`config.mk`:
```
export PLATFORM = sky130hd
export DESIGN_NAME = video_frontend_ce_flat
export DESIGN_NICKNAME = d
export VERILOG_FILES = /design/src/rtl/video_frontend_ce_if.sv /design/src/rtl/video_frontend_ce.sv /design/src/flat_wrapper.sv
export SDC_FILE = /design/constraint.sdc
export NUM_CORES = 1
export LEC_CHECK = 0
export CORE_MARGIN = 2
export CORE_UTILIZATION = 37
export CTS_BUF_LIST = sky130_fd_sc_hd__clkbuf_4
export DETAILED_ROUTE_END_ITERATION = 16
export PLACE_DENSITY = 0.66
export SETUP_SLACK_MARGIN = 0.1
export SLEW_MARGIN = 0
export SYNTH_ARGS = -nofsm -noshare
export SYNTH_HDL_FRONTEND = slang
export SYNTH_SLANG_ARGS = --single-unit
```
`constraint.sdc`:
```
create_clock -name clk_sys -period 5.1 [get_ports clk_sys]
set_input_delay 0.51 -clock clk_sys [delete_from_list [all_inputs] [get_ports clk_sys]]
set_output_delay 0.51 -clock clk_sys [all_outputs]
set_load 0.005 [all_outputs]
```
`src/rtl/video_frontend_ce_if.sv`:
```
// Raw core video into the front end and expanded, aligned video out to the mixer.
// The master modport is the core/mixer side; the slave modport is the front end.
interface video_frontend_ce_if;
  logic [2:0] r_i;
  logic [2:0] g_i;
  logic [2:0] b_i;
  logic       hs_i;
  logic       vs_i;
  logic       hblank_i;
  logic       vblank_i;

  logic       ce_pix_o;
  logic [7:0] r_o;
  logic [7:0] g_o;
  logic [7:0] b_o;
  logic       hs_o;
  logic       vs_o;
  logic       hblank_o;
  logic       vblank_o;
  logic       de_o;

  modport master (
    output r_i, g_i, b_i, hs_i, vs_i, hblank_i, vblank_i,
    input  ce_pix_o, r_o, g_o, b_o, hs_o, vs_o, hblank_o, vblank_o, de_o
  );

  modport slave (
    input  r_i, g_i, b_i, hs_i, vs_i, hblank_i, vblank_i,
    output ce_pix_o, r_o, g_o, b_o, hs_o, vs_o, hblank_o, vblank_o, de_o
  );
endinterface

```
`src/rtl/video_frontend_ce.sv`:
```
// ZX Next video front end: pixel enable from sampled clk7, 3:3:3 to 8:8:8 expansion,
// line/frame geometry measurement and clock-loss blanking. Optional: VIDEO_SCANLINE_DIM_EN.
module video_frontend_ce #(
  parameter bit SYNC_ACTIVE_HIGH = 1'b1,
  parameter int PAL_THRESHOLD    = 300,
  parameter int WDOG_CYCLES      = 16
) (
  input  logic               clk_sys,
  input  logic               reset_n,
  input  logic               clk7_i,
`ifdef VIDEO_SCANLINE_DIM_EN
  input  logic               scanline_en_i,
`endif
  video_frontend_ce_if.slave vid,
  output logic [9:0]         h_total_o,
  output logic [9:0]         v_total_o,
  output logic               pal_o,
  output logic               timing_valid_o,
  output logic               clk_lost_o
);

  localparam int              WD_W    = $clog2(WDOG_CYCLES + 1);
  localparam logic [WD_W-1:0] WD_MAX  = WD_W'(WDOG_CYCLES);
  localparam logic [9:0]      CNT_MAX = 10'h3FF;

  logic            s1_reg, s2_reg, s3_reg;
  logic            ce_int;
  logic            ce_pix_reg;
  logic [WD_W-1:0] wd_reg, wd_next;
  logic            lost_reg, lost_next;

  logic            hs_act, vs_act, blank_in;
  logic            hs_prev_reg, hs_prev_next;
  logic            vs_prev_reg, vs_prev_next;
  logic            line_start, frame_start;

  logic            hs_reg, hs_next;
  logic            vs_reg, vs_next;
  logic            hblank_reg, hblank_next;
  logic            vblank_reg, vblank_next;

  logic [9:0]      h_cnt_reg, h_cnt_next;
  logic [9:0]      v_cnt_reg, v_cnt_next;
  logic [9:0]      h_total_reg, h_total_next;
  logic [9:0]      v_total_reg, v_total_next;
  logic [9:0]      ref_h_reg, ref_h_next;
  logic [9:0]      ref_v_reg, ref_v_next;
  logic [9:0]      h_meas;
  logic            have_ref_reg, have_ref_next;
  logic            pal_reg, pal_next;
  logic            valid_reg, valid_next;

  logic [2:0][2:0] col_in;

  assign ce_int      = s2_reg & ~s3_reg;
  assign hs_act      = SYNC_ACTIVE_HIGH ? vid.hs_i : ~vid.hs_i;
  assign vs_act      = SYNC_ACTIVE_HIGH ? vid.vs_i : ~vid.vs_i;
  assign blank_in    = vid.hblank_i | vid.vblank_i;
  assign line_start  = ce_int & hs_act & ~hs_prev_reg;
  assign frame_start = ce_int & vs_act & ~vs_prev_reg;
  assign col_in      = {vid.b_i, vid.g_i, vid.r_i};

  // A counter value of zero means "not yet armed": it only starts counting at the
  // first sync edge, so totals after reset or clock loss are never partial.
  always_comb begin
    wd_next = wd_reg;
    if (ce_int) begin
      wd_next = '0;
    end else if (wd_reg != WD_MAX) begin
      wd_next = wd_reg + 1'b1;
    end
    lost_next = (wd_next == WD_MAX);

    hs_prev_next  = hs_prev_reg;
    vs_prev_next  = vs_prev_reg;
    hs_next       = hs_reg;
    vs_next       = vs_reg;
    hblank_next   = hblank_reg;
    vblank_next   = vblank_reg;
    h_cnt_next    = h_cnt_reg;
    v_cnt_next    = v_cnt_reg;
    h_total_next  = h_total_reg;
    v_total_next  = v_total_reg;
    ref_h_next    = ref_h_reg;
    ref_v_next    = ref_v_reg;
    have_ref_next = have_ref_reg;
    pal_next      = pal_reg;
    valid_next    = valid_reg;

    // Line total belonging to the frame that ends at this ce.
    h_meas = (line_start && h_cnt_reg != '0) ? h_cnt_reg : h_total_reg;

    if (lost_next) begin
      h_cnt_next    = '0;
      v_cnt_next    = '0;
      valid_next    = 1'b0;
      have_ref_next = 1'b0;
      hblank_next   = 1'b1;
      vblank_next   = 1'b1;
    end else if (ce_int) begin
      hs_prev_next = hs_act;
      vs_prev_next = vs_act;
      hs_next      = vid.hs_i;
      vs_next      = vid.vs_i;
      hblank_next  = vid.hblank_i;
      vblank_next  = vid.vblank_i;

      if (line_start) begin
        if (h_cnt_reg != '0) begin
          h_total_next = h_cnt_reg;
        end
        h_cnt_next = 10'd1;
        if (v_cnt_reg != '0 && v_cnt_reg != CNT_MAX) begin
          v_cnt_next = v_cnt_reg + 10'd1;
        end
      end else if (h_cnt_reg != '0 && h_cnt_reg != CNT_MAX) begin
        h_cnt_next = h_cnt_reg + 10'd1;
      end

      if (frame_start) begin
        if (v_cnt_reg != '0) begin
          v_total_next  = v_cnt_reg;
          pal_next      = (int'(v_cnt_reg) >= PAL_THRESHOLD);
          valid_next    = have_ref_reg && (ref_h_reg == h_meas) && (ref_v_reg == v_cnt_reg);
          ref_h_next    = h_meas;
          ref_v_next    = v_cnt_reg;
          have_ref_next = 1'b1;
        end
        v_cnt_next = 10'd1;
      end
    end
  end

  always_ff @(posedge clk_sys) begin
    if (!reset_n) begin
      s1_reg       <= 1'b0;
      s2_reg       <= 1'b0;
      s3_reg       <= 1'b0;
      ce_pix_reg   <= 1'b0;
      wd_reg       <= '0;
      lost_reg     <= 1'b0;
      hs_prev_reg  <= 1'b0;
      vs_prev_reg  <= 1'b0;
      hs_reg       <= 1'b0;
      vs_reg       <= 1'b0;
      hblank_reg   <= 1'b1;
      vblank_reg   <= 1'b1;
      h_cnt_reg    <= '0;
      v_cnt_reg    <= '0;
      h_total_reg  <= '0;
      v_total_reg  <= '0;
      ref_h_reg    <= '0;
      ref_v_reg    <= '0;
      have_ref_reg <= 1'b0;
      pal_reg      <= 1'b0;
      valid_reg    <= 1'b0;
    end else begin
      s1_reg       <= clk7_i;
      s2_reg       <= s1_reg;
      s3_reg       <= s2_reg;
      ce_pix_reg   <= ce_int;
      wd_reg       <= wd_next;
      lost_reg     <= lost_next;
      hs_prev_reg  <= hs_prev_next;
      vs_prev_reg  <= vs_prev_next;
      hs_reg       <= hs_next;
      vs_reg       <= vs_next;
      hblank_reg   <= hblank_next;
      vblank_reg   <= vblank_next;
      h_cnt_reg    <= h_cnt_next;
      v_cnt_reg    <= v_cnt_next;
      h_total_reg  <= h_total_next;
      v_total_reg  <= v_total_next;
      ref_h_reg    <= ref_h_next;
      ref_v_reg    <= ref_v_next;
      have_ref_reg <= have_ref_next;
      pal_reg      <= pal_next;
      valid_reg    <= valid_next;
    end
  end

`ifdef VIDEO_SCANLINE_DIM_EN
  logic parity_reg, parity_next, parity_cap;
  logic dim_cap;

  // Parity seen by the pixel captured on this ce, so the first pixel of a line is dimmed too.
  always_comb begin
    parity_cap = parity_reg;
    if (frame_start) begin
      parity_cap = 1'b0;
    end else if (line_start) begin
      parity_cap = ~parity_reg;
    end
    parity_next = lost_next ? 1'b0 : parity_cap;
  end

  always_ff @(posedge clk_sys) begin
    if (!reset_n) begin
      parity_reg <= 1'b0;
    end else begin
      parity_reg <= parity_next;
    end
  end

  assign dim_cap = scanline_en_i & parity_cap;
`endif

  genvar gi;
  generate
    for (gi = 0; gi < 3; gi++) begin : g_chan
      logic [7:0] exp_c;
      logic [7:0] disp_c;
      logic [7:0] col_reg, col_next;

      assign exp_c = {col_in[gi], col_in[gi], col_in[gi][2:1]};
`ifdef VIDEO_SCANLINE_DIM_EN
      assign disp_c = dim_cap ? (exp_c - {2'b00, exp_c[7:2]}) : exp_c;
`else
      assign disp_c = exp_c;
`endif

      always_comb begin
        col_next = col_reg;
        if (lost_next) begin
          col_next = 8'h00;
        end else if (ce_int) begin
          col_next = blank_in ? 8'h00 : disp_c;
        end
      end

      always_ff @(posedge clk_sys) begin
        if (!reset_n) begin
          col_reg <= 8'h00;
        end else begin
          col_reg <= col_next;
        end
      end
    end
  endgenerate

  assign vid.ce_pix_o   = ce_pix_reg;
  assign vid.r_o        = g_chan[0].col_reg;
  assign vid.g_o        = g_chan[1].col_reg;
  assign vid.b_o        = g_chan[2].col_reg;
  assign vid.hs_o       = hs_reg;
  assign vid.vs_o       = vs_reg;
  assign vid.hblank_o   = hblank_reg;
  assign vid.vblank_o   = vblank_reg;
  assign vid.de_o       = ~(hblank_reg | vblank_reg);
  assign h_total_o      = h_total_reg;
  assign v_total_o      = v_total_reg;
  assign pal_o          = pal_reg;
  assign timing_valid_o = valid_reg;
  assign clk_lost_o     = lost_reg;

endmodule

```
`src/flat_wrapper.sv`:
```
// flat-port wrapper written by rule: the top's interface ports become plain ports
module video_frontend_ce_flat 
#(
  parameter bit SYNC_ACTIVE_HIGH = 1'b1,
  parameter int PAL_THRESHOLD    = 300,
  parameter int WDOG_CYCLES      = 16
)
  (clk_sys, reset_n, clk7_i, h_total_o, v_total_o, pal_o, timing_valid_o, clk_lost_o, vid_r_i, vid_g_i, vid_b_i, vid_hs_i, vid_vs_i, vid_hblank_i, vid_vblank_i, vid_ce_pix_o, vid_r_o, vid_g_o, vid_b_o, vid_hs_o, vid_vs_o, vid_hblank_o, vid_vblank_o, vid_de_o);
  video_frontend_ce_if vid_i ();
  input  logic clk_sys;
  input  logic reset_n;
  input  logic clk7_i;
  output logic [9:0] h_total_o;
  output logic [9:0] v_total_o;
  output logic pal_o;
  output logic timing_valid_o;
  output logic clk_lost_o;
  input wire logic [$bits(vid_i.r_i)-1:0] vid_r_i;
  input wire logic [$bits(vid_i.g_i)-1:0] vid_g_i;
  input wire logic [$bits(vid_i.b_i)-1:0] vid_b_i;
  input wire logic [$bits(vid_i.hs_i)-1:0] vid_hs_i;
  input wire logic [$bits(vid_i.vs_i)-1:0] vid_vs_i;
  input wire logic [$bits(vid_i.hblank_i)-1:0] vid_hblank_i;
  input wire logic [$bits(vid_i.vblank_i)-1:0] vid_vblank_i;
  output wire logic [$bits(vid_i.ce_pix_o)-1:0] vid_ce_pix_o;
  output wire logic [$bits(vid_i.r_o)-1:0] vid_r_o;
  output wire logic [$bits(vid_i.g_o)-1:0] vid_g_o;
  output wire logic [$bits(vid_i.b_o)-1:0] vid_b_o;
  output wire logic [$bits(vid_i.hs_o)-1:0] vid_hs_o;
  output wire logic [$bits(vid_i.vs_o)-1:0] vid_vs_o;
  output wire logic [$bits(vid_i.hblank_o)-1:0] vid_hblank_o;
  output wire logic [$bits(vid_i.vblank_o)-1:0] vid_vblank_o;
  output wire logic [$bits(vid_i.de_o)-1:0] vid_de_o;
  assign vid_i.r_i = vid_r_i;
  assign vid_i.g_i = vid_g_i;
  assign vid_i.b_i = vid_b_i;
  assign vid_i.hs_i = vid_hs_i;
  assign vid_i.vs_i = vid_vs_i;
  assign vid_i.hblank_i = vid_hblank_i;
  assign vid_i.vblank_i = vid_vblank_i;
  assign vid_ce_pix_o = vid_i.ce_pix_o;
  assign vid_r_o = vid_i.r_o;
  assign vid_g_o = vid_i.g_o;
  assign vid_b_o = vid_i.b_o;
  assign vid_hs_o = vid_i.hs_o;
  assign vid_vs_o = vid_i.vs_o;
  assign vid_hblank_o = vid_i.hblank_o;
  assign vid_vblank_o = vid_i.vblank_o;
  assign vid_de_o = vid_i.de_o;
  video_frontend_ce #(.SYNC_ACTIVE_HIGH(SYNC_ACTIVE_HIGH), .PAL_THRESHOLD(PAL_THRESHOLD), .WDOG_CYCLES(WDOG_CYCLES)) u_core (.clk_sys(clk_sys), .reset_n(reset_n), .clk7_i(clk7_i), .vid(vid_i), .h_total_o(h_total_o), .v_total_o(v_total_o), .pal_o(pal_o), .timing_valid_o(timing_valid_o), .clk_lost_o(clk_lost_o));
endmodule
```
Word level (Yosys, flattened, before mapping)
Cells that the tools add are included.
{"block": "totals", "reg_bits": 91, "inputBits": 16, "output_inout_bits": 53, "elab_cells": 72}
{"block": "op_classes", "add_sub_neg": 3, "order_cmp": 1, "eq_ne": 6, "mux": 11, "bitwise_logic": 13, "n_reduce_logical": 17}
{"operator": "$mux 10", "n": 6}
{"operator": "$mux 8", "n": 3}
{"operator": "$add 10x1->10 const B", "n": 2}
{"operator": "$eq 10x10->1", "n": 2}
{"operator": "$ne 10x10->1 const B", "n": 2}
{"operator": "$reduce_bool 10->1", "n": 2}
{"operator": "$ge 10x9->1 const B", "n": 1}
{"operator": "$mux 5", "n": 2}
{"operator": "$reduce_and 4->1", "n": 2}
{"operator": "$not 1->1", "n": 6}
{"operator": "$reduce_and 3->1", "n": 2}
{"operator": "$reduce_bool 2->1", "n": 3}
{"operator": "$add 5x1->5 const B", "n": 1}
{"operator": "$and 1x1->1", "n": 5}
{"operator": "$eq 5x5->1 const B", "n": 1}
{"operator": "$logic_and 1x1->1", "n": 5}
{"operator": "$ne 5x5->1 const B", "n": 1}
{"operator": "$reduce_and 2->1", "n": 2}
{"operator": "$or 1x1->1", "n": 2}
{"operator": "$reduce_or 2->1", "n": 1}

Depth between registers and ports, before layout
Gate-level depths: netlist (run 1).
{"block": "depth", "ltp_word": 9, "depth_mapped": 9, "ltp_nobuf": 8}

Least setup slack after synthesis (run 1)
Ideal clock, no wire load.
{"block": "synth_timing", "kind": "register to register", "startpoint": "register u_core.h_cnt_reg[0]", "endpoint": "register u_core.valid_reg, in the netlist u_core.timing_valid_o", "setup_time_ns": 0.067, "t_arrival_ns": 1.937, "required_ns": 5.033, "path_slack_ns": 3.096, "path_stages_with_launch": 10, "n_path_buf": 1, "synth_period_minus_slack_ns": 2.004, "cell_sequence": "dfxtp_1 inv_1 ha_1 nor2b_2 a31o_1 buf_6 a22oi_4 xnor2_1 or4_4 o21ai_2"}
{"block": "synth_between", "elab_chain_len": 6}
{"element": "start: declaration", "line": "video_frontend_ce.sv:42", "rtl": "logic [9:0] h_cnt_reg, h_cnt_next;"}
{"element": "start signal: assignment", "line": "video_frontend_ce.sv:170", "rtl": "h_cnt_reg <= h_cnt_next;"}
{"element": "$reduce_bool 10->1", "line": "video_frontend_ce.sv:91", "rtl": "h_meas = (line_start && h_cnt_reg != '0) ? h_cnt_reg : h_total_reg;"}
{"element": "$logic_and 1x1->1", "line": "video_frontend_ce.sv:91"}
{"element": "$mux 10 *", "line": "video_frontend_ce.sv:91"}
{"element": "$eq 10x10->1 *", "line": "video_frontend_ce.sv:124", "rtl": "valid_next = have_ref_reg && (ref_h_reg == h_meas) && (ref_v_reg == v_cnt_reg);"}
{"element": "$logic_and 1x1->1 * (2 in a row)", "line": "video_frontend_ce.sv:124"}
{"element": "end signal: assignment", "line": "video_frontend_ce.sv:178", "rtl": "valid_reg <= valid_next;"}
{"element": "end: declaration", "line": "video_frontend_ce.sv:51", "rtl": "logic valid_reg, valid_next;"}
Mark *: on every way between the ends. The rest lies on a longest branch, timed or not.
A chain may end at the register's enable or synchronous reset.

Final worst setup path (run 1)
{"block": "layout_timing", "startpoint": "register u_core.s2_reg", "endpoint": "register u_core.valid_reg, in the netlist u_core.timing_valid_o"}
{"block": "layout_between", "elab_chain_len": 8, "elab_cells_between_ends": 14, "classes_between": "eq/ne: 2; mux: 2; bitwise: 5; reduce/logical: 5"}
{"element": "start: declaration", "line": "video_frontend_ce.sv:26", "rtl": "logic s1_reg, s2_reg, s3_reg;"}
{"element": "start signal: assignment", "line": "video_frontend_ce.sv:159", "rtl": "s2_reg <= s1_reg;"}
{"element": "$and 1x1->1 *", "line": "video_frontend_ce.sv:55", "rtl": "assign ce_int = s2_reg & ~s3_reg;"}
{"element": "$and 1x1->1 (2 in a row)", "line": "video_frontend_ce.sv:59", "rtl": "assign line_start = ce_int & hs_act & ~hs_prev_reg;"}
{"element": "$logic_and 1x1->1", "line": "video_frontend_ce.sv:91"}
{"element": "$mux 10", "line": "video_frontend_ce.sv:91"}
{"element": "$eq 10x10->1", "line": "video_frontend_ce.sv:124"}
{"element": "$logic_and 1x1->1 (2 in a row)", "line": "video_frontend_ce.sv:124"}
Marks and branches as above.

==> results of run 1 <==
[worst max-delay path: cells and delay by family, from the launching register on]
| family | cells | cell delay [ns] |
|---|---|---|
| and+or+nand+nor | 4 | 1.39 |
| buffers and inverters | 1 | 0.24 |
| AOI/OAI and AO/OA | 2 | 0.46 |
| DFF | 1 | 0.45 |
[routing by layer]
| layer | wire (um) | global-route usage [%] | share of wire [%] |
|---|---|---|---|
| met2 | 3997 | 24.86 | 46 |
| met1 | 4073 | 21.35 | 47 |
| met5 | 0 | 0 | 0 |
| met4 | 158 | 6.109 | 1.8 |
| met3 | 486 | 2.820 | 5.6 |
[worst max path at each step]
stage / start / endpoint / slack, ns / cells after the start
floorplan: u_core.h_cnt_reg[0] / u_core.timing_valid_o / 3.10 / 9
global placement: vid_hs_i / u_core.timing_valid_o / 2.47 / 7
detailed placement: vid_hs_i / u_core.timing_valid_o / 2.43 / 7
CTS: u_core.s2_reg / u_core.timing_valid_o / 2.43 / 7
global route: u_core.s2_reg / u_core.timing_valid_o / 2.21 / 7
finish: u_core.s2_reg / u_core.timing_valid_o / 2.49 / 7
[cell families after synthesis]
kind of cell	count (synthesis)	share of synthesized area (%)
simple gates	174	24.51
flops	76	39.37
mux	2	0.5180
fa+ha+maj	6	1.942
buf+inv	57	8.805
compound gates	78	16.48
xor+xnor	37	8.385
[where the power goes]
part / internal (mW) / switching, mW / total, mW
sequential: 0.600 / 0.00588 / 0.606
clock: 0.113 / 0.218 / 0.331
combinational: 0.0361 / 0.0364 / 0.0725
[stage by stage]
stage,std cells,util [%]
floorplan,430,-
global placement,595,43.62
detailed placement,595,43.62
CTS,611,44.78
global route,611,44.78
finish,611,44.78
[cells in the final DEF, fill, tap and decap left out, types with 11 or more instances in the layout]
cell             instances
a21oi_1                 14
clkbuf_4                11
clkdlybuf4s50_1         68
dfxtp_1                 76
inv_1                   15
nand2_1                 52
nor2_1                  34
nor3_1                  17
xnor2_1                 27
[cell type report]
| cell class | instances | area [um2] | area share (%) |
|---|---|---|---|
| multi-input combinational | 297 | 2012 | 43.91 |
| tap | 136 | 170.2 | 3.714 |
| sequential | 76 | 1521 | 33.21 |
| clock inverter | 5 | 36.28 | 0.7919 |
| timing repair buffer | 71 | 703.2 | 15.35 |
| clock buffer | 11 | 82.58 | 1.802 |
| inverter | 15 | 56.30 | 1.229 |
==> flow_summary.yaml, run 1 <==
run_status:
  status: "complete, no violations"
logic_synthesis:
  synthCells: 430
  synth_flop_cell: "dfxtp_1"
  ys_seq_elements: 76
  synth_top_area_cell: "dfxtp_1"
  yosysTopAreaCellShare_pct: 39.37
  synth_edf_count: 0
  netlist_area_um2: 3865
  syn-num-nets: 452
  syn-mean-instance-area_um2: 8.988
  synth_cell_types: 70
  synth.most_common_cell: "dfxtp_1"
  async_reset_ff_share_pct: 0
  yosys-top-cells-count: "dfxtp_1, nand2_1, nor2_1, xnor2_1, nor3_1"
  ys_seq_area_share_pct: 39.37
  synth_area_leaders: "dfxtp_1, xnor2_1, nand2_1"
  synth_warnings: 0
worst_hold_path:
  hold_class: "reg2reg"
  hold_depth: 1
  hold-path-endpoint: "u_core.s2_reg"
  worstHoldStart: "u_core.s1_reg"
die:
  die_w_um: 106.2
  rows: 37
  initial_core_util_pct: 37.78
  die_area_um2: 11280
  coreArea_um2: 10230
  io_pins: 69
  die_h_um: 106.2
routing:
  first_pass_iters: 5
  viasPerCell: 5.142
  drc: 0
  drtIter0Drc: 252
  wl_mm: 8.716
  route.vias.total: 3142
  ant_nets: 0
  wl_per_cell_um: 14.27
timing:
  rsz0062_at_grt: "no"
  hold_violations: 0
  fmax_ghz: 0.3836
  finalSetupViolCount: 0
  setup_slack_ns: 2.493
  tightest_slew_ns: 0.9357
  period_share_pct: 51.11
  fin_skew_ns: 0.02610
  timing.setup.tns_ns: 0
  post-route-min-period_ns: 2.607
  whs_ns: 0.4449
  drv_slew: 0
  slew_headroom_pct: 37.14
worst_setup_path:
  crit_chain: "nand2b_1, nor3b_2, buf_4, nor2b_4, o2111a_1, nand4_1, o21ai_2"
  r2r-start: "u_core.s2_reg"
  crit_required_ns: 5.46
  worstSetupStartpointType: "register"
  reg2reg_to: "u_core.timing_valid_o"
  crit_fanout: 31
  cpPeakStageDelay_ns: 0.59
  worst_path_max_delay_cell: "nor2b_4"
  reg2reg_slack_ns: 2.49
  arrival_ns: 2.96
  endpoint_kind: "register"
  crit_type: "reg2reg"
  reg2reg_depth: 7
placement:
  io_buffers: 68
  placed_area_um2: 4463
  post-dp-hpwl_mm: 6.277
  gp_congestion: 0.9035
  pre_cts_slack_ns: 2.425
clock_network:
  cts_tree: "built"
  clock_sinks: 76
  cts_root_buffer: "clkbuf_4"
  clkLatencyLatePin_ns: 0.43
  htreeDepth: 3
  hold_buffers: 0
  clk_pin_slew_ns: 0.13
  post_cts_buffers: 0
  clock_path_buffers: 2
  cts_resized: 0
  cts-buffers-inserted: 9
cells_and_area:
  finalNetCount: 492
  drive_above_1_share_pct: 7.789
  fin_area_um2: 4582
  fillCellCount: 987
  n_antenna_cell: 0
  syn2layout_area_growth_pct: 18.55
global_route:
  grt_pass1_vias: 2933
  grt_util_all_layers_pct: 15.75
  grt_overflow: 0
  antenna_found_initial: 0
  grt_max_degree: 39
  grt_pass1_wl_mm: 14.41
power:
  p_per_area_nw_per_um2: 220.4
  peakVddDrop_mv: 0.09761
  p_leak_nw: 1.622
  power.total_mw: 1.010
run:
  cap_violations: 0
Note: power is estimated with default switching activity, not from simulation.
==> run 2, diff against run 1 <==
--- a/config.mk
+++ b/config.mk
@@ -9,7 +9,7 @@
 export CORE_UTILIZATION = 37
 export CTS_BUF_LIST = sky130_fd_sc_hd__clkbuf_4
 export DETAILED_ROUTE_END_ITERATION = 16
-export PLACE_DENSITY = 0.66
+export PLACE_DENSITY = 0.68
 export SETUP_SLACK_MARGIN = 0.1
 export SLEW_MARGIN = 0
 export SYNTH_ARGS = -nofsm -noshare
==> constraint.sdc (replaced) <==
create_clock -name clk_sys -period 2.3 [get_ports clk_sys]
set_input_delay 0.23 -clock clk_sys [delete_from_list [all_inputs] [get_ports clk_sys]]
set_output_delay 0.23 -clock clk_sys [all_outputs]
set_load 0.005 [all_outputs]
==> flow_summary.yaml, run 2 (same netlist as run 1, synthesis figures left out) <==
placement:
  gp_congestion: 0.9030
  placed_area_um2: 4561
  post-dp-hpwl_mm: 6.425
  io_buffers: 68
timing:
  tightest_slew_ns: 0.9672
  finalSetupViolCount: 0
  whs_ns: 0.3983
  post-route-min-period_ns: 2.080
  drv_slew: 0
  hold_violations: 0
  fin_skew_ns: 0.02222
  slew_headroom_pct: 35.02
  timing.setup.tns_ns: 0
  fmax_ghz: 0.4807
  period_share_pct: 90.45
  rsz0062_at_grt: "no"
clock_network:
  cts_root_buffer: "clkbuf_4"
  cts-buffers-inserted: 9
  clkLatencyLatePin_ns: 0.43
  htreeDepth: 3
  clock_sinks: 76
  clk_pin_slew_ns: 0.14
  hold_buffers: 0
  clock_path_buffers: 2
  cts_tree: "built"
die:
  initial_core_util_pct: 37.78
  die_area_um2: 11280
  rows: 37
  die_w_um: 106.2
  die_h_um: 106.2
  coreArea_um2: 10230
  io_pins: 69
worst_setup_path:
  arrival_ns: 2.44
  endpoint_kind: "register"
  crit_fanout: 5
  worstSetupStartpointType: "register"
  crit_type: "reg2reg"
  crit_required_ns: 2.66
cells_and_area:
  n_antenna_cell: 0
  syn2layout_area_growth_pct: 22.73
  drive_above_1_share_pct: 11.89
  finalNetCount: 505
  final_common_cell: "dfxtp_1"
  layout_common_cells: "dfxtp_1, clkdlybuf4s50_1, nand2_1, nor2_1, xnor2_1"
  final_util_pct: 46.36
  fin_area_um2: 4743
routing:
  ant_nets: 0
  route.vias.total: 3201
  first_pass_iters: 6
  wl_per_cell_um: 13.97
  drc: 0
  viasPerCell: 5.130
  drtIter0Drc: 142
  wl_mm: 8.720
power:
  peakVddDrop_mv: 0.2263
  power.total_mw: 2.370
  p_per_area_nw_per_um2: 499.7
  p_leak_nw: 1.720
global_route:
  grt_overflow: 0
  grt_max_degree: 38
  grt_pass1_vias: 3055
  grt_pass1_wl_mm: 14.89
  grt_util_all_layers_pct: 16.33
  antenna_found_initial: 0
run:
  cap_violations: 0
worst_hold_path:
  hold_class: "in2reg"
run_status:
  status: "complete, no violations"
-- run 2: cell types whose count changed in the layout (fill, tap and decap cells not counted), moves of 2 or more --
cell | previous run | this run
clkinvlp_4 | 2 | 0
dfxtp_2 | 0 | 2
buf_4 | 3 | 16
dfxtp_1 | 76 | 74
clkinv_4 | 0 | 4
-- run 2: timing repair --
| action | 4_1_cts | 5_1_grt |
|---|---|---|
| setup buffers | 0 | 0 |
| resized for setup | 0 | 9 |
| endpoints found under the setup margin | 0 | 29 |
-- run 2: power breakdown --
group	internal, mW	total [mW]	switching [mW]
clock	0.355	0.855	0.500
combinational	0.0855	0.171	0.0857
sequential	1.33	1.34	0.0125
-- run 2: worst paths after layout --
check             cells past startpoint             start  slack [ns]                     to
setup / recovery                      8  u_core.wd_reg[0]        0.22  u_core.timing_valid_o
hold / removal                        3      vid_vblank_i        0.40    u_core.vid.vblank_o
setup reg to reg                      8  u_core.wd_reg[0]        0.22  u_core.timing_valid_o
hold reg to reg                       1     u_core.s1_reg        0.45          u_core.s2_reg
-- run 2: per-layer routing --
layer / wire (um) / GRT usage [%] / up-vias
li1: - / - / 1590
met1: 4198 / 22.21 / 1516
met2: 3967 / 25.55 / 81
met3: 392 / 3.311 / 14
met4: 162 / 6.109 / 0
met5: 0 / 0 / -
-- run 2: through the flow --
step,instances,setup WS (ns)
floorplan,430,0.2960
global placement,608,0.08076
detailed placement,608,0.03971
CTS,624,0.1128
global route,624,0.1028
finish,624,0.2197
-- run 2: layout make-up --
type,count,area [um2]
fill,968,5488
multi-input combinational,297,2043
sequential,76,1524
timing repair buffer,84,800.8
tap,136,170.2
clock buffer,10,75.07
clock inverter,6,73.82
inverter,15,56.30
-- run 2: worst max-delay path, stage by stage, from the launching register on --
cell and delay (ns):
dfxtp_2 0.38, inv_1 0.09, ha_1 0.24, and4bb_1 0.24, a31o_1 0.21, nand3_2 0.10
o31ai_4 0.09, or4_4 0.55, o21ai_2 0.11
==> run 3, diff against run 2 <==
--- a/config.mk
+++ b/config.mk
@@ -9,6 +9,7 @@
 export CORE_UTILIZATION = 37
 export CTS_BUF_LIST = sky130_fd_sc_hd__clkbuf_4
 export DETAILED_ROUTE_END_ITERATION = 16
+export GPL_TIMING_DRIVEN = 0
 export PLACE_DENSITY = 0.68
 export SETUP_SLACK_MARGIN = 0.1
 export SLEW_MARGIN = 0
==> flow_summary.yaml, run 3 (same netlist as run 1, synthesis figures left out) <==
timing:
  finalSetupViolCount: 0
  fin_skew_ns: 0.01303
  rsz0062_at_grt: "yes"
  fmax_ghz: 0.4658
  setup_slack_ns: 0.1532
  slew_headroom_pct: 38.39
  period_share_pct: 93.34
  post-route-min-period_ns: 2.147
  drv_slew: 0
  tightest_slew_ns: 0.9171
  hold_violations: 0
worst_setup_path:
  worstSetupStartpointType: "register"
  worst_path_max_delay_cell: "or4_4"
  crit_required_ns: 2.68
  crit_type: "reg2reg"
  crit_family: "simple AND/OR/NAND/NOR gates"
  crit_chain: "inv_2, ha_2, and4bb_1, a31o_1, nand3_2, o31ai_4, buf_4, or4_4, o21ai_2"
  endpoint_kind: "register"
  cpPeakStageDelay_ns: 0.53
  path_buf_inv: 2
  arrival_ns: 2.52
  crit_fanout: 5
power:
  swShare_pct: 25.21
  power_frac_comb_pct: 7.5
  p_leak_nw: 1.878
  p_per_area_nw_per_um2: 500.5
  power.switching_uw: 630.6
  peakVddDrop_mv: 0.2574
  clockPowerShare_pct: 38.8
  internal-power_mw: 1.870
  p_seq_share_pct: 53.8
routing:
  drc: 0
  ant_nets: 0
  wl_mm: 9.375
  first_pass_iters: 5
  route.vias.total: 3327
  viasPerCell: 5.056
  wl_per_cell_um: 14.25
  drtIter0Drc: 129
clock_network:
  htreeDepth: 3
  cts_root_buffer: "clkbuf_4"
  cts-buffers-inserted: 9
  clkLatencyLatePin_ns: 0.44
  clock_sinks: 76
  cts_tree: "built"
  clock_path_buffers: 2
  hold_buffers: 0
  clk_pin_slew_ns: 0.13
placement:
  io_buffers: 68
  post-dp-hpwl_mm: 6.793
  pre_cts_slack_ns: -0.2303
  gp_congestion: 0.8943
die:
  io_pins: 69
  die_h_um: 106.2
  initial_core_util_pct: 37.78
  coreArea_um2: 10230
  die_w_um: 106.2
  die_area_um2: 11280
  rows: 37
global_route:
  grt_pass1_vias: 3198
  grt_max_degree: 15
  grt_util_all_layers_pct: 17.28
  antenna_found_initial: 0
  grt_overflow: 0
  grt_pass1_wl_mm: 15.55
cells_and_area:
  n_antenna_cell: 0
  fillCellCount: 1014
  final_common_cell: "dfxtp_1"
  finalNetCount: 539
  drive_above_1_share_pct: 16.28
  layout_common_cells: "dfxtp_1, clkdlybuf4s50_1, nand2_1, nor2_1, xnor2_1"
  syn2layout_area_growth_pct: 29.30
  final_util_pct: 48.84
worst_hold_path:
  hold_class: "in2reg"
run:
  cap_violations: 0
run_status:
  status: "complete, no violations"
## run 3: cell count changes in the layout (fill, tap and decap cells not counted), moves of 3 or more
cell	before	now
clkinv_4	4	1
buf_4	16	24
dfxtp_1	74	71
clkbuf_2	0	5
clkbuf_1	0	10
buf_2	0	7
dfxtp_2	2	5
## run 3: area by class of cell
class | instances | area [um2] | share of cell area (%)
timing repair buffer | 76 | 740.7 | 14.82
clock buffer | 9 | 67.56 | 1.352
sequential | 76 | 1528 | 30.57
multi-input combinational | 297 | 2047 | 40.96
clock inverter | 7 | 97.59 | 1.953
tap | 136 | 170.2 | 3.405
buffer | 42 | 290.3 | 5.809
inverter | 15 | 56.30 | 1.127
## run 3: path summary, 6_finish.rpt
path	from	endpoint	slack, ns	cells past startpoint
max	u_core.wd_reg[0]	u_core.timing_valid_o	0.15	9
min	vid_vblank_i	u_core.vid.vblank_o	0.38	3
max reg2reg	u_core.wd_reg[0]	u_core.timing_valid_o	0.15	9
min reg2reg	u_core.s1_reg	u_core.s2_reg	0.46	1
## run 3: per-layer routing
| layer | routed length (um) | GRT usage [%] | vias to the layer above |
|---|---|---|---|
| li1 | - | - | 1654 |
| met1 | 4344 | 22.68 | 1565 |
| met2 | 4354 | 28.39 | 92 |
| met3 | 493 | 3.004 | 16 |
| met4 | 182 | 6.485 | 0 |
| met5 | 0 | 0 | - |
## run 3: through the flow
step,setup TNS [ns],total power [mW],instances,cell area (um2),hold slack (ns)
detailed placement,-6.054,1.546,634,4716,0.4349
CTS,0,2.519,655,4945,0.3668
global route,0,2.613,658,4997,0.3900
global placement,-5.115,1.543,634,4716,0.4207
finish,0,2.501,658,4997,0.3840
floorplan,0,1.465,430,3865,0.3512
## run 3: repair_timing
item | in CTS | in global routing
setup buffers | 5 | 3
pin swaps | 2 | 1
endpoints found under the setup margin | 41 | 47
gates resized for setup | 7 | 15
gates cloned | 0 | 0
## run 3: power groups by stage
stage          registers (mW)  clock network (mW)  logic (mW)
2_1_floorplan            1.37                   0      0.0945
3_3_place_gp             1.37                   0       0.170
3_5_place_dp             1.37                   0       0.173
4_1_cts                  1.35               0.991       0.183
5_1_grt                  1.35                1.06       0.205
6_report                 1.35               0.969       0.187
## run 3: tightest hold or removal path: stages
cell	delay [ns]
clkdlybuf4s50_1	0.42
nand2_1	0.07
nand3b_1	0.06
